$ cat config.mk
export PLATFORM = sky130hd
export DESIGN_NAME = sccb_target
export DESIGN_NICKNAME = d
export VERILOG_FILES = /design/src/rtl/sccb_pkg.sv /design/src/rtl/sccb_line_sync.sv /design/src/rtl/sccb_target.sv
export SDC_FILE = /design/constraint.sdc
export NUM_CORES = 1
export LEC_CHECK = 0
export ABC_AREA = 1
export CAP_MARGIN = 20
export CORE_UTILIZATION = 48
export CTS_CLUSTER_DIAMETER = 200
export DETAILED_ROUTE_END_ITERATION = 7
export PLACE_DENSITY = 0.75
export REMOVE_ABC_BUFFERS = 1
export SLEW_MARGIN = 25
export SYNTH_ARGS = -nofsm -noshare
export SYNTH_HDL_FRONTEND = slang
export SYNTH_HIERARCHICAL = 1
export SYNTH_SLANG_ARGS = --single-unit
$ cat constraint.sdc
create_clock -name clk -period 1.6 [get_ports clk]
set_clock_uncertainty 0.05 [all_clocks]
set_input_delay 0.24 -clock clk [delete_from_list [all_inputs] [get_ports clk]]
set_output_delay 0.24 -clock clk [all_outputs]
set_load 0.01 [all_outputs]
$ cat src/rtl/sccb_pkg.sv
// sccb_pkg: shared SCCB target state encoding and bus constants
`timescale 1ns/1ps
package sccb_pkg;
    typedef enum logic [2:0] {
        ST_IDLE,
        ST_ID,
        ST_SUB,
        ST_WDATA,
        ST_RDATA,
        ST_RNA,
        ST_IGNORE
    } sccb_state_t;
    localparam int SCCB_BITS_PER_PHASE = 9;
    localparam logic [3:0] SCCB_LAST_BIT = 4'(SCCB_BITS_PER_PHASE - 1);
    localparam logic [7:0] SCCB_WR_ID = 8'h42;
    localparam logic [7:0] SCCB_RD_ID = 8'h43;
endpackage

$ cat src/rtl/sccb_line_sync.sv
// sccb_line_sync: 2-FF synchronizer plus history FF giving level and edge strobes
`timescale 1ns/1ps
module sccb_line_sync (
    input  logic clk,
    input  logic rst_n,
    input  logic line,
    output logic lvl,
    output logic rise,
    output logic fall
);
    logic meta, sync, hist;
    // Idle bus is pulled high, so reset to 1 to avoid phantom edges
    always_ff @(posedge clk or negedge rst_n) begin
        if (!rst_n) begin
            meta <= 1'b1;
            sync <= 1'b1;
            hist <= 1'b1;
        end else begin
            meta <= line;
            sync <= meta;
            hist <= sync;
        end
    end
    assign lvl  = sync;
    assign rise = sync & ~hist;
    assign fall = ~sync & hist;
endmodule

$ cat src/rtl/sccb_target.sv
// sccb_target: SCCB responder decoding 3-phase writes and 2-phase reads onto a register port
`timescale 1ns/1ps
module sccb_target
    import sccb_pkg::*;
#(
    parameter logic [7:0] DEV_ID = SCCB_WR_ID,
    parameter bit         ACK_EN = 1'b1
) (
    input  logic       clk,
    input  logic       rst_n,
    input  logic       sioc_i,
    input  logic       siod_i,
    output logic       siod_o,
    output logic       siod_oe,
    output logic       wr_en,
    output logic [7:0] wr_addr,
    output logic [7:0] wr_data,
    input  logic [7:0] rd_data,
    output logic       busy,
    output logic       id_err
);
    localparam logic [7:0] RD_ID = DEV_ID | 8'h01;
    sccb_state_t state, state_nxt;
    logic [3:0] bit_cnt;
    logic [7:0] rx, tx;
    logic sc_lvl, sc_rise, sc_fall, sd_lvl, sd_rise, sd_fall;
    logic start, stop, last, id_match, ack_slot;

    sccb_line_sync u_sioc (.clk(clk), .rst_n(rst_n), .line(sioc_i), .lvl(sc_lvl), .rise(sc_rise), .fall(sc_fall));
    sccb_line_sync u_siod (.clk(clk), .rst_n(rst_n), .line(siod_i), .lvl(sd_lvl), .rise(sd_rise), .fall(sd_fall));

    // A SIOC edge in the same sample wins: that is a bit edge, not a condition
    assign start    = sd_fall & sc_lvl & ~sc_rise;
    assign stop     = sd_rise & sc_lvl & ~sc_rise;
    assign last     = bit_cnt == SCCB_LAST_BIT;
    assign id_match = rx == DEV_ID || rx == RD_ID;
    assign ack_slot = ACK_EN && last &&
                      (state == ST_ID ? id_match : (state == ST_SUB || state == ST_WDATA));
    assign busy     = state != ST_IDLE;

    always_ff @(posedge clk or negedge rst_n) begin
        if (!rst_n) state <= ST_IDLE;
        else        state <= state_nxt;
    end

    always_comb begin
        state_nxt = state;
        if (start)
            state_nxt = ST_ID;
        else if (stop)
            state_nxt = ST_IDLE;
        else if (sc_rise) begin
            case (state)
                ST_ID:    if (last) state_nxt = rx == DEV_ID ? ST_SUB : rx == RD_ID ? ST_RDATA : ST_IGNORE;
                ST_SUB:   if (last) state_nxt = ST_WDATA;
                ST_WDATA: if (last) state_nxt = ST_IGNORE;
                ST_RDATA: if (bit_cnt == 4'd7) state_nxt = ST_RNA;
                ST_RNA:   state_nxt = ST_IGNORE;
                default:  state_nxt = state;
            endcase
        end
    end

    always_ff @(posedge clk or negedge rst_n) begin
        if (!rst_n) begin
            bit_cnt <= '0;
            rx      <= '0;
            tx      <= '0;
            siod_o  <= 1'b1;
            siod_oe <= 1'b0;
            wr_en   <= 1'b0;
            wr_addr <= '0;
            wr_data <= '0;
            id_err  <= 1'b0;
        end else begin
            wr_en  <= 1'b0;
            id_err <= 1'b0;
            if (start || stop) begin
                bit_cnt <= '0;
                siod_o  <= 1'b1;
                siod_oe <= 1'b0;
            end else begin
                if (sc_rise) begin
                    bit_cnt <= last ? 4'd0 : bit_cnt + 4'd1;
                    if (!last) rx <= {rx[6:0], sd_lvl};
                    if (last && state == ST_ID) begin
                        id_err <= !id_match;
                        tx     <= rd_data;
                    end
                    if (last && state == ST_SUB) wr_addr <= rx;
                    if (last && state == ST_WDATA) begin
                        wr_data <= rx;
                        wr_en   <= 1'b1;
                    end
                end
                // Drive changes only while SIOC is low so they never look like START/STOP
                if (sc_fall) begin
                    if (state == ST_RDATA) begin
                        siod_oe <= 1'b1;
                        siod_o  <= tx[7];
                        tx      <= {tx[6:0], 1'b0};
                    end else begin
                        siod_oe <= ack_slot;
                        siod_o  <= ~ack_slot;
                    end
                end
            end
        end
    end
endmodule
==> report_table.html, run 1 <==
<table>
<tr><th>Metric</th><th>Value</th></tr>
<tr><th colspan="2">Route</th></tr>
<tr><td>Average via count per standard cell</td><td>5.060</td></tr>
<tr><td>Met2 wire length</td><td>2680 µm</td></tr>
<tr><td>Via count</td><td>1867</td></tr>
<tr><td>Number of antenna-violating nets in the routed design</td><td>0</td></tr>
<tr><td>Total routed wire length on the met1 layer</td><td>2213 µm</td></tr>
<tr><td>Number of detailed-routing iterations run before antenna repair</td><td>6</td></tr>
<tr><td>Avg WL per Cell</td><td>13.91 µm</td></tr>
<tr><td>Highest routed metal layer</td><td>met4</td></tr>
<tr><td>Total length of routed met3 wires</td><td>125 µm</td></tr>
<tr><td>Iteration-0 DRC Markers</td><td>117</td></tr>
<tr><td>Final wirelength</td><td>5132 µm</td></tr>
<tr><td>Post-detailed-route DRC marker count</td><td>0</td></tr>
<tr><th colspan="2">Clock tree</th></tr>
<tr><td>Clock H-tree levels</td><td>2</td></tr>
<tr><td>TritonCTS clock tree</td><td>yes</td></tr>
<tr><td>Clk root buf</td><td>clkbuf_8</td></tr>
<tr><td>Clk Latency, worst-skew pair</td><td>310 ps</td></tr>
<tr><td>Clock-pin slew on the worst setup and hold paths</td><td>90 ps</td></tr>
<tr><td>Maximum number of buffers from clock root to sink</td><td>2</td></tr>
<tr><td>Clock sink count</td><td>49</td></tr>
<tr><td>TritonCTS buffer count</td><td>5</td></tr>
<tr><th colspan="2">Synthesis</th></tr>
<tr><td>Cell taking the most area after synthesis</td><td>dfrtp_1</td></tr>
<tr><td>Flip-flop and latch count after synthesis</td><td>49</td></tr>
<tr><td>Area share of the largest cell type after synthesis</td><td>46.03%</td></tr>
<tr><td>Yosys warning total</td><td>6</td></tr>
<tr><td>Portion of the post-synthesis area used by sequential elements</td><td>54.08%</td></tr>
<tr><td>Netlist area before placement</td><td>0.002283 mm²</td></tr>
<tr><td>Number of standard cells after synthesis</td><td>251</td></tr>
<tr><td>Mean instance size in the synthesized netlist</td><td>9.097 µm²</td></tr>
<tr><td>Post-synthesis cell type count</td><td>28</td></tr>
<tr><td>Cell types with the largest area share after synthesis</td><td>dfrtp_1 46%, nand2_1 11%, dfstp_2 8.1%</td></tr>
<tr><th colspan="2">Critical path</th></tr>
<tr><td>Kind of critical path</td><td>register to register</td></tr>
<tr><td>Worst-path cell chain</td><td>inv_2, nor2_4, buf_6, inv_4, nor2_4, inv_2, nor2_4, clkinv_4, nand2_2, o21ai_2</td></tr>
<tr><td>Top cell by count, worst path</td><td>nor2_4</td></tr>
<tr><td>Worst Setup SP</td><td>u_sioc/lvl</td></tr>
<tr><td>Highest cell delay on the worst timing path</td><td>550 ps</td></tr>
<tr><td>Worst EP arrival</td><td>1820 ps</td></tr>
<tr><td>Count of buffering cells on the critical path with inverters included</td><td>5</td></tr>
<tr><td>Endpoint of the most critical register-to-register path</td><td>wr_data[0]</td></tr>
<tr><td>Critical path required time</td><td>1760 ps</td></tr>
<tr><td>Worst-path maximum fanout</td><td>8</td></tr>
<tr><td>Minimum setup slack among reg-to-reg paths</td><td>-60 ps</td></tr>
<tr><td>Family with the most delay on the worst path</td><td>flip-flops</td></tr>
<tr><td>Slowest-stage cell, CP</td><td>dfstp_2</td></tr>
<tr><td>Critical register-to-register path startpoint</td><td>u_sioc/lvl</td></tr>
<tr><td>Nature of the critical path endpoint</td><td>register</td></tr>
<tr><td>Cells on worst reg2reg path</td><td>10</td></tr>
<tr><td>Crit path launch type</td><td>register</td></tr>
<tr><th colspan="2">Power</th></tr>
<tr><td>Worst IR drop on VDD</td><td>0.5910 mV</td></tr>
<tr><td>Areal power density over the cells</td><td>1236 mW/mm²</td></tr>
<tr><td>Total power after layout</td><td>3.902 mW</td></tr>
<tr><td>Reported leakage power</td><td>1.521 nW</td></tr>
<tr><th colspan="2">Min path</th></tr>
<tr><td>Path category of the worst min-delay check</td><td>input pin to register</td></tr>
<tr><td>Hold Startpoint</td><td>sioc_i</td></tr>
<tr><td>Endpoint with the worst hold slack</td><td>u_sioc/meta</td></tr>
<tr><td>Hold Crit Depth</td><td>1</td></tr>
<tr><th colspan="2">Placement</th></tr>
<tr><td>Detailed Place HPWL</td><td>3198 µm</td></tr>
<tr><td>Number of port buffers</td><td>32</td></tr>
<tr><td>Routability congestion estimate</td><td>0.8639</td></tr>
<tr><th colspan="2">Timing</th></tr>
<tr><td>Setup repair after global routing missed its margin</td><td>true</td></tr>
<tr><td>Final setup violating endpoints</td><td>14</td></tr>
<tr><td>Achievable frequency</td><td>0.6030 GHz</td></tr>
<tr><td>Slew at the pin with the worst max-slew slack</td><td>433.9 ps</td></tr>
<tr><td>Max-slew violation count</td><td>0</td></tr>
<tr><td>Hold Violations, Final</td><td>0</td></tr>
<tr><td>Worst path setup slack after routing</td><td>-58.35 ps</td></tr>
<tr><td>Worst slew slack as a fraction of its limit</td><td>71.07%</td></tr>
<tr><td>Final Critical Period</td><td>1658 ps</td></tr>
<tr><td>Period utilisation layout</td><td>103.6%</td></tr>
<tr><th colspan="2">Finish</th></tr>
<tr><td>Layout cells sized above 1</td><td>32.81%</td></tr>
<tr><td>Area growth syn-to-layout</td><td>38.19%</td></tr>
<tr><td>Number of fill cells in the layout</td><td>345</td></tr>
<tr><td>Total number of nets in the final design</td><td>330</td></tr>
<tr><td>Share of the core filled with cells</td><td>70.53%</td></tr>
<tr><td>Antenna cell count</td><td>0</td></tr>
<tr><td>Commonest cells after routing, fill and taps aside</td><td>55 x nand2_1, 39 x dfrtp_1, 28 x inv_1, 28 x clkdlybuf4s50_1, 23 x buf_4</td></tr>
<tr><td>Most common cell after layout, fill and taps aside</td><td>nand2_1</td></tr>
<tr><th colspan="2">Floorplan</th></tr>
<tr><td>Die outline height</td><td>70.97 µm</td></tr>
<tr><td>Overall die width</td><td>70.97 µm</td></tr>
<tr><td>Core Area</td><td>0.004474 mm²</td></tr>
<tr><td>Row Count</td><td>24</td></tr>
<tr><td>I/O pins</td><td>33</td></tr>
<tr><td>Initial Utilization</td><td>51.03%</td></tr>
<tr><td>Floorplan die area</td><td>0.005037 mm²</td></tr>
<tr><th colspan="2">Global routing</th></tr>
<tr><td>Wire length of the first global-routing pass</td><td>7955 µm</td></tr>
<tr><td>Maximum number of pins on one net before global-route repair</td><td>32</td></tr>
<tr><td>Antenna violations before repair</td><td>0</td></tr>
<tr><td>Grt ovf</td><td>0</td></tr>
<tr><td>Vias in the first global route</td><td>1792</td></tr>
<tr><td>GRT Resource Usage Total</td><td>20.52%</td></tr>
<tr><th colspan="2">Outcome</th></tr>
<tr><td>Result of the run</td><td>finished with violations</td></tr>
<tr><td>Violated checks</td><td>setup timing</td></tr>
<tr><th colspan="2">Run</th></tr>
<tr><td>Count of maximum capacitance violations</td><td>0</td></tr>
</table>
## sequential cells by signal (all words and copies together), names as in the netlist, 3 cells and up
signal   count
bit_cnt      4
wr_addr      8
state        3
tx           8
rx           8
wr_data      8
## final cells by class
type	count	area [µm²]	area share, %
inverter	38	155.1	4.917
sequential	49	1239	39.25
tap	52	65.06	2.062
multi-input combinational	160	982.2	31.13
clock buffer	7	86.33	2.736
timing repair buffer	61	589.3	18.68
timing repair inverter	1	8.758	0.2776
clock inverter	1	30.03	0.9516
## what timing repair did
action | 4_1_cts | 5_1_grt
cloned | 1 | 0
setup buffers | 7 | 2
pin swaps | 10 | 3
resized for setup | 35 | 18
hold buffers | 1 | 0
endpoints found under the setup margin | 33 | 31
endpoints found under the hold margin | 11 | 0
## kinds of logic (layout without fill, tap and decap cells)
family	count (synthesis)	after routing	synth area share, %
AOI/OAI and AO/OA	49	49	13.64
buffers and inverters	42	108	7.945
DFF	49	49	54.08
adders and majority gates	2	2	1.096
and+or+nand+nor	109	109	23.23
## layer usage
| metal | GRT usage (%) | vias up |
|---|---|---|
| li1 | - | 930 |
| met1 | 24.91 | 895 |
| met2 | 35.15 | 30 |
| met3 | 4.131 | 12 |
| met4 | 9.778 | 0 |
| met5 | 0 | - |
## stage by stage
stage / std cells / setup WS, ps / cell area, µm² / TNS (ps) / hold slack [ps]
final: 369 / -58.35 / 3156 / -505.6 / 283.3
after global routing: 369 / -114.9 / 3156 / -1717 / 289.9
after CTS: 367 / -58.05 / 3073 / -335.7 / 276.2
after detailed placement: 350 / -142.0 / 2805 / -2050 / 153.6
after global placement: 350 / -73.23 / 2805 / -925.2 / 153.8
after floorplan: 247 / -246.4 / 2245 / -1560 / -105.6
## worst max-delay path by stage
stage | to | slack, ps | depth (start not counted)
floorplan | state[2] | -250 | 11
global placement | wr_data[0] | -70 | 10
detailed placement | tx[6] | -140 | 9
CTS | wr_data[3] | -60 | 9
global route | wr_data[1] | -110 | 10
finish | wr_data[0] | -60 | 10
## cell usage after synthesis, drive strengths merged
| master | count |
|---|---|
| a211oi | 3 |
| a21oi | 10 |
| a22o | 1 |
| a32oi | 1 |
| buf | 4 |
| dfrtp | 42 |
| dfstp | 7 |
| ha | 2 |
| inv | 38 |
| nand2 | 71 |
| nand3 | 9 |
| nand4 | 1 |
| nor2 | 23 |
| nor3 | 5 |
| o211ai | 2 |
| o21ai | 30 |
| o22ai | 2 |
## power breakdown
part / switching [mW] / internal, mW / total, mW / leakage [nW]
combinational: 0.789 / 0.536 / 1.32 / 0.844
sequential: 0.160 / 1.50 / 1.66 / 0.618
clock: 0.410 / 0.510 / 0.920 / 0.0585
(Power assumes the default switching activity.)
==> run 2, diff against run 1 <==
- CAP_MARGIN: 20 -> unset
- CTS_CLUSTER_SIZE: unset -> 28
- GPL_TIMING_DRIVEN: unset -> 0
==> run 2 against run 1 <==
Effect of this change: the run still ends with setup timing left; worst setup slack got worse by 35 ps; total power shrank 5.7%; critical path depth stayed put; via count fell by 0.80%; largest cell class unchanged; critical endpoint is now state[0]; combinational power is essentially flat; hold slack improved by 4.8 ps; largest power group unchanged; final area fell by 4.5%; clock-buffer cell count rose by 1; critical path type unchanged; die area unchanged; utilization is 3.2 points lower; routed wire length decreased by 7.3%; sequential cell count did not move.
==> report_table.html, run 2 (same netlist as run 1, synthesis figures left out) <==
<table>
<tr><th>Metric</th><th>Value</th></tr>
<tr><th colspan="2">Outcome</th></tr>
<tr><td>Result of the run</td><td>finished with violations</td></tr>
<tr><td>Violated checks</td><td>setup timing</td></tr>
<tr><th colspan="2">Placement</th></tr>
<tr><td>Post-placement setup slack</td><td>-511.1 ps (-369.1 ps)</td></tr>
<tr><td>Cell total after placement</td><td>331 (-5.4%)</td></tr>
<tr><td>Detailed Place HPWL</td><td>2857 µm (-11%)</td></tr>
<tr><td>Number of port buffers</td><td>32 (unchanged)</td></tr>
<tr><td>Routability congestion estimate</td><td>0.8857 (+2.5%)</td></tr>
<tr><td>Area of placed instances</td><td>0.002628 mm² (-6.3%)</td></tr>
<tr><th colspan="2">Route</th></tr>
<tr><td>Post-detailed-route DRC marker count</td><td>0 (unchanged)</td></tr>
<tr><td>Via count</td><td>1852 (-0.80%)</td></tr>
<tr><td>Average via count per standard cell</td><td>5.144 (+1.7%)</td></tr>
<tr><td>Number of detailed-routing iterations run before antenna repair</td><td>6 (unchanged)</td></tr>
<tr><td>Iteration-0 DRC Markers</td><td>164 (+40%)</td></tr>
<tr><td>Number of antenna-violating nets in the routed design</td><td>0 (unchanged)</td></tr>
<tr><td>Avg WL per Cell</td><td>13.22 µm (-5.0%)</td></tr>
<tr><td>Final wirelength</td><td>4758 µm (-7.3%)</td></tr>
<tr><th colspan="2">Floorplan</th></tr>
<tr><td>Row Count</td><td>24 (unchanged)</td></tr>
<tr><td>Core Area</td><td>0.004474 mm² (unchanged)</td></tr>
<tr><td>Initial Utilization</td><td>51.03% (unchanged)</td></tr>
<tr><td>Overall die width</td><td>70.97 µm (unchanged)</td></tr>
<tr><td>Die outline height</td><td>70.97 µm (unchanged)</td></tr>
<tr><td>Floorplan die area</td><td>0.005037 mm² (unchanged)</td></tr>
<tr><td>I/O pins</td><td>33 (unchanged)</td></tr>
<tr><th colspan="2">Clock tree</th></tr>
<tr><td>TritonCTS clock tree</td><td>yes</td></tr>
<tr><td>Clock-pin slew on the worst setup and hold paths</td><td>80 ps (about the same)</td></tr>
<tr><td>Clk root buf</td><td>clkbuf_8</td></tr>
<tr><td>Clock sink count</td><td>49 (unchanged)</td></tr>
<tr><td>Clock H-tree levels</td><td>2 (unchanged)</td></tr>
<tr><td>Clk Latency, worst-skew pair</td><td>310 ps (about the same)</td></tr>
<tr><td>Maximum number of buffers from clock root to sink</td><td>2 (unchanged)</td></tr>
<tr><td>TritonCTS buffer count</td><td>5 (unchanged)</td></tr>
<tr><th colspan="2">Power</th></tr>
<tr><td>Areal power density over the cells</td><td>1221 mW/mm² (-1.3%)</td></tr>
<tr><td>Reported leakage power</td><td>1.443 nW (-5.1%)</td></tr>
<tr><td>Total power after layout</td><td>3.680 mW (-5.7%)</td></tr>
<tr><td>Worst IR drop on VDD</td><td>0.5588 mV (-5.4%)</td></tr>
<tr><th colspan="2">Timing</th></tr>
<tr><td>Worst slew slack as a fraction of its limit</td><td>60.10% (-11 points)</td></tr>
<tr><td>Worst path setup slack after routing</td><td>-93.75 ps (-35.40 ps)</td></tr>
<tr><td>Final setup violating endpoints</td><td>20 (+6)</td></tr>
<tr><td>Slew at the pin with the worst max-slew slack</td><td>598.5 ps (+164.6 ps)</td></tr>
<tr><td>Period utilisation layout</td><td>105.9% (+2.2 points)</td></tr>
<tr><td>Achievable frequency</td><td>0.5904 GHz (-2.1%)</td></tr>
<tr><td>Tightest hold margin</td><td>288.0 ps (+4.751 ps)</td></tr>
<tr><td>Setup repair after global routing missed its margin</td><td>true</td></tr>
<tr><td>Final Critical Period</td><td>1694 ps (+35.40 ps)</td></tr>
<tr><td>Hold Violations, Final</td><td>0 (unchanged)</td></tr>
<tr><td>Max-slew violation count</td><td>0 (unchanged)</td></tr>
<tr><th colspan="2">Global routing</th></tr>
<tr><td>Antenna violations before repair</td><td>0 (unchanged)</td></tr>
<tr><td>Global-route met2 utilization</td><td>33.12% (-2.0 points)</td></tr>
<tr><td>GRT Resource Usage Total</td><td>19.72% (-0.81 points)</td></tr>
<tr><td>Busiest layer in global routing</td><td>met2</td></tr>
<tr><td>Grt ovf</td><td>0 (unchanged)</td></tr>
<tr><td>Met1 global-route usage</td><td>22.84% (-2.1 points)</td></tr>
<tr><td>Maximum number of pins on one net before global-route repair</td><td>50 (+56%)</td></tr>
<tr><td>M3 GR Usage</td><td>5.698% (+1.6 points)</td></tr>
<tr><td>Vias in the first global route</td><td>1801 (+0.50%)</td></tr>
<tr><td>Wire length of the first global-routing pass</td><td>7652 µm (-3.8%)</td></tr>
<tr><th colspan="2">Finish</th></tr>
<tr><td>Layout cells sized above 1</td><td>28.57% (-4.2 points)</td></tr>
<tr><td>Commonest cells after routing, fill and taps aside</td><td>58 x nand2_1, 40 x dfrtp_1, 29 x clkdlybuf4s50_1</td></tr>
<tr><td>Most common cell after layout, fill and taps aside</td><td>nand2_1</td></tr>
<tr><td>Final standard cell count with taps included and fillers excluded</td><td>360 (-2.4%)</td></tr>
<tr><td>Number of fill cells in the layout</td><td>357 (+3.5%)</td></tr>
<tr><td>Post-route cell area</td><td>0.003014 mm² (-4.5%)</td></tr>
<tr><td>Area growth syn-to-layout</td><td>32.00%</td></tr>
<tr><td>Antenna cell count</td><td>0 (unchanged)</td></tr>
<tr><td>Total number of nets in the final design</td><td>321 (-2.7%)</td></tr>
<tr><th colspan="2">Critical path</th></tr>
<tr><td>Worst-path maximum fanout</td><td>6 (-2)</td></tr>
<tr><td>Nature of the critical path endpoint</td><td>register</td></tr>
<tr><td>Worst EP arrival</td><td>1870 ps (+50 ps)</td></tr>
<tr><td>Critical path required time</td><td>1780 ps (+20 ps)</td></tr>
<tr><td>Kind of critical path</td><td>register to register</td></tr>
<tr><td>Crit path launch type</td><td>register</td></tr>
<tr><th colspan="2">Run</th></tr>
<tr><td>Count of maximum capacitance violations</td><td>0 (unchanged)</td></tr>
<tr><th colspan="2">Min path</th></tr>
<tr><td>Path category of the worst min-delay check</td><td>input pin to register</td></tr>
</table>
-- run 2: cell count changes in the layout (fill, tap and decap cells not counted), moves of 3 or more --
| cell | previous run | this run |
|---|---|---|
| buf_6 | 1 | 4 |
| nand2_2 | 9 | 6 |
| nand2_1 | 55 | 58 |
| o21ai_0 | 17 | 14 |
| buf_4 | 23 | 16 |
| buf_12 | 4 | 0 |
-- run 2: stage by stage --
| stage | utilization (%) | TNS (ps) |
|---|---|---|
| 3_5_place_dp | 58.72 | -9933 |
| 5_1_grt | 67.37 | -3463 |
| 2_1_floorplan | - | -1560 |
| 4_1_cts | 64.18 | -105.6 |
| 3_3_place_gp | 58.78 | -61560 |
| 6_report | 67.37 | -823.0 |
-- run 2: final timing paths --
check	to	slack, ps	start	cells past startpoint
max in group asynchronous	state[0]	630	rst_n	2
worst max-delay path	state[0]	-90	u_sioc/lvl	10
worst min register to register	u_sioc/lvl	310	u_sioc/meta	0
worst max register to register	state[0]	-90	u_sioc/lvl	10
min in group asynchronous	wr_data[2]	430	rst_n	2
worst min-delay path	u_sioc/meta	290	sioc_i	1
-- run 2: area by class of cell --
class	instances	area, µm²	share of cell area, %
sequential	49	1237	41.05
timing repair buffer	52	483.0	16.02
clock buffer	8	90.09	2.989
multi-input combinational	161	983.4	32.63
tap	52	65.06	2.159
inverter	38	155.1	5.147
-- run 2: routing by layer --
metal	part of all wire [%]	vias up
met1	43	886
met4	2.0	0
met2	51	44
li1	-	912
met3	4.0	10
met5	0	-
-- run 2: worst max-delay path, stage by stage (launching register included) --
cell and delay [ps]:
dfstp_2 560, buf_6 110, inv_4 30, nor2_4 140
o21ai_4 110, buf_6 130, o211ai_1 90, nand2_2 90
nor2_4 170, nand2_1 60, o21ai_1 70
-- run 2: power breakdown --
part | switching (mW) | internal, mW
clock | 0.386 | 0.353
combinational | 0.785 | 0.517
sequential | 0.144 | 1.49
total | 1.31 | 2.36
-- run 2: repair_timing --
item / CTS / global route
hold endpoints to repair: 42 / 0
hold buffers: 1 / 0
setup buffers: 13 / 6
endpoints found under the setup margin: 43 / 38
gates resized for setup: 23 / 29
pin swaps: 7 / 8
cloned: 0 / 1
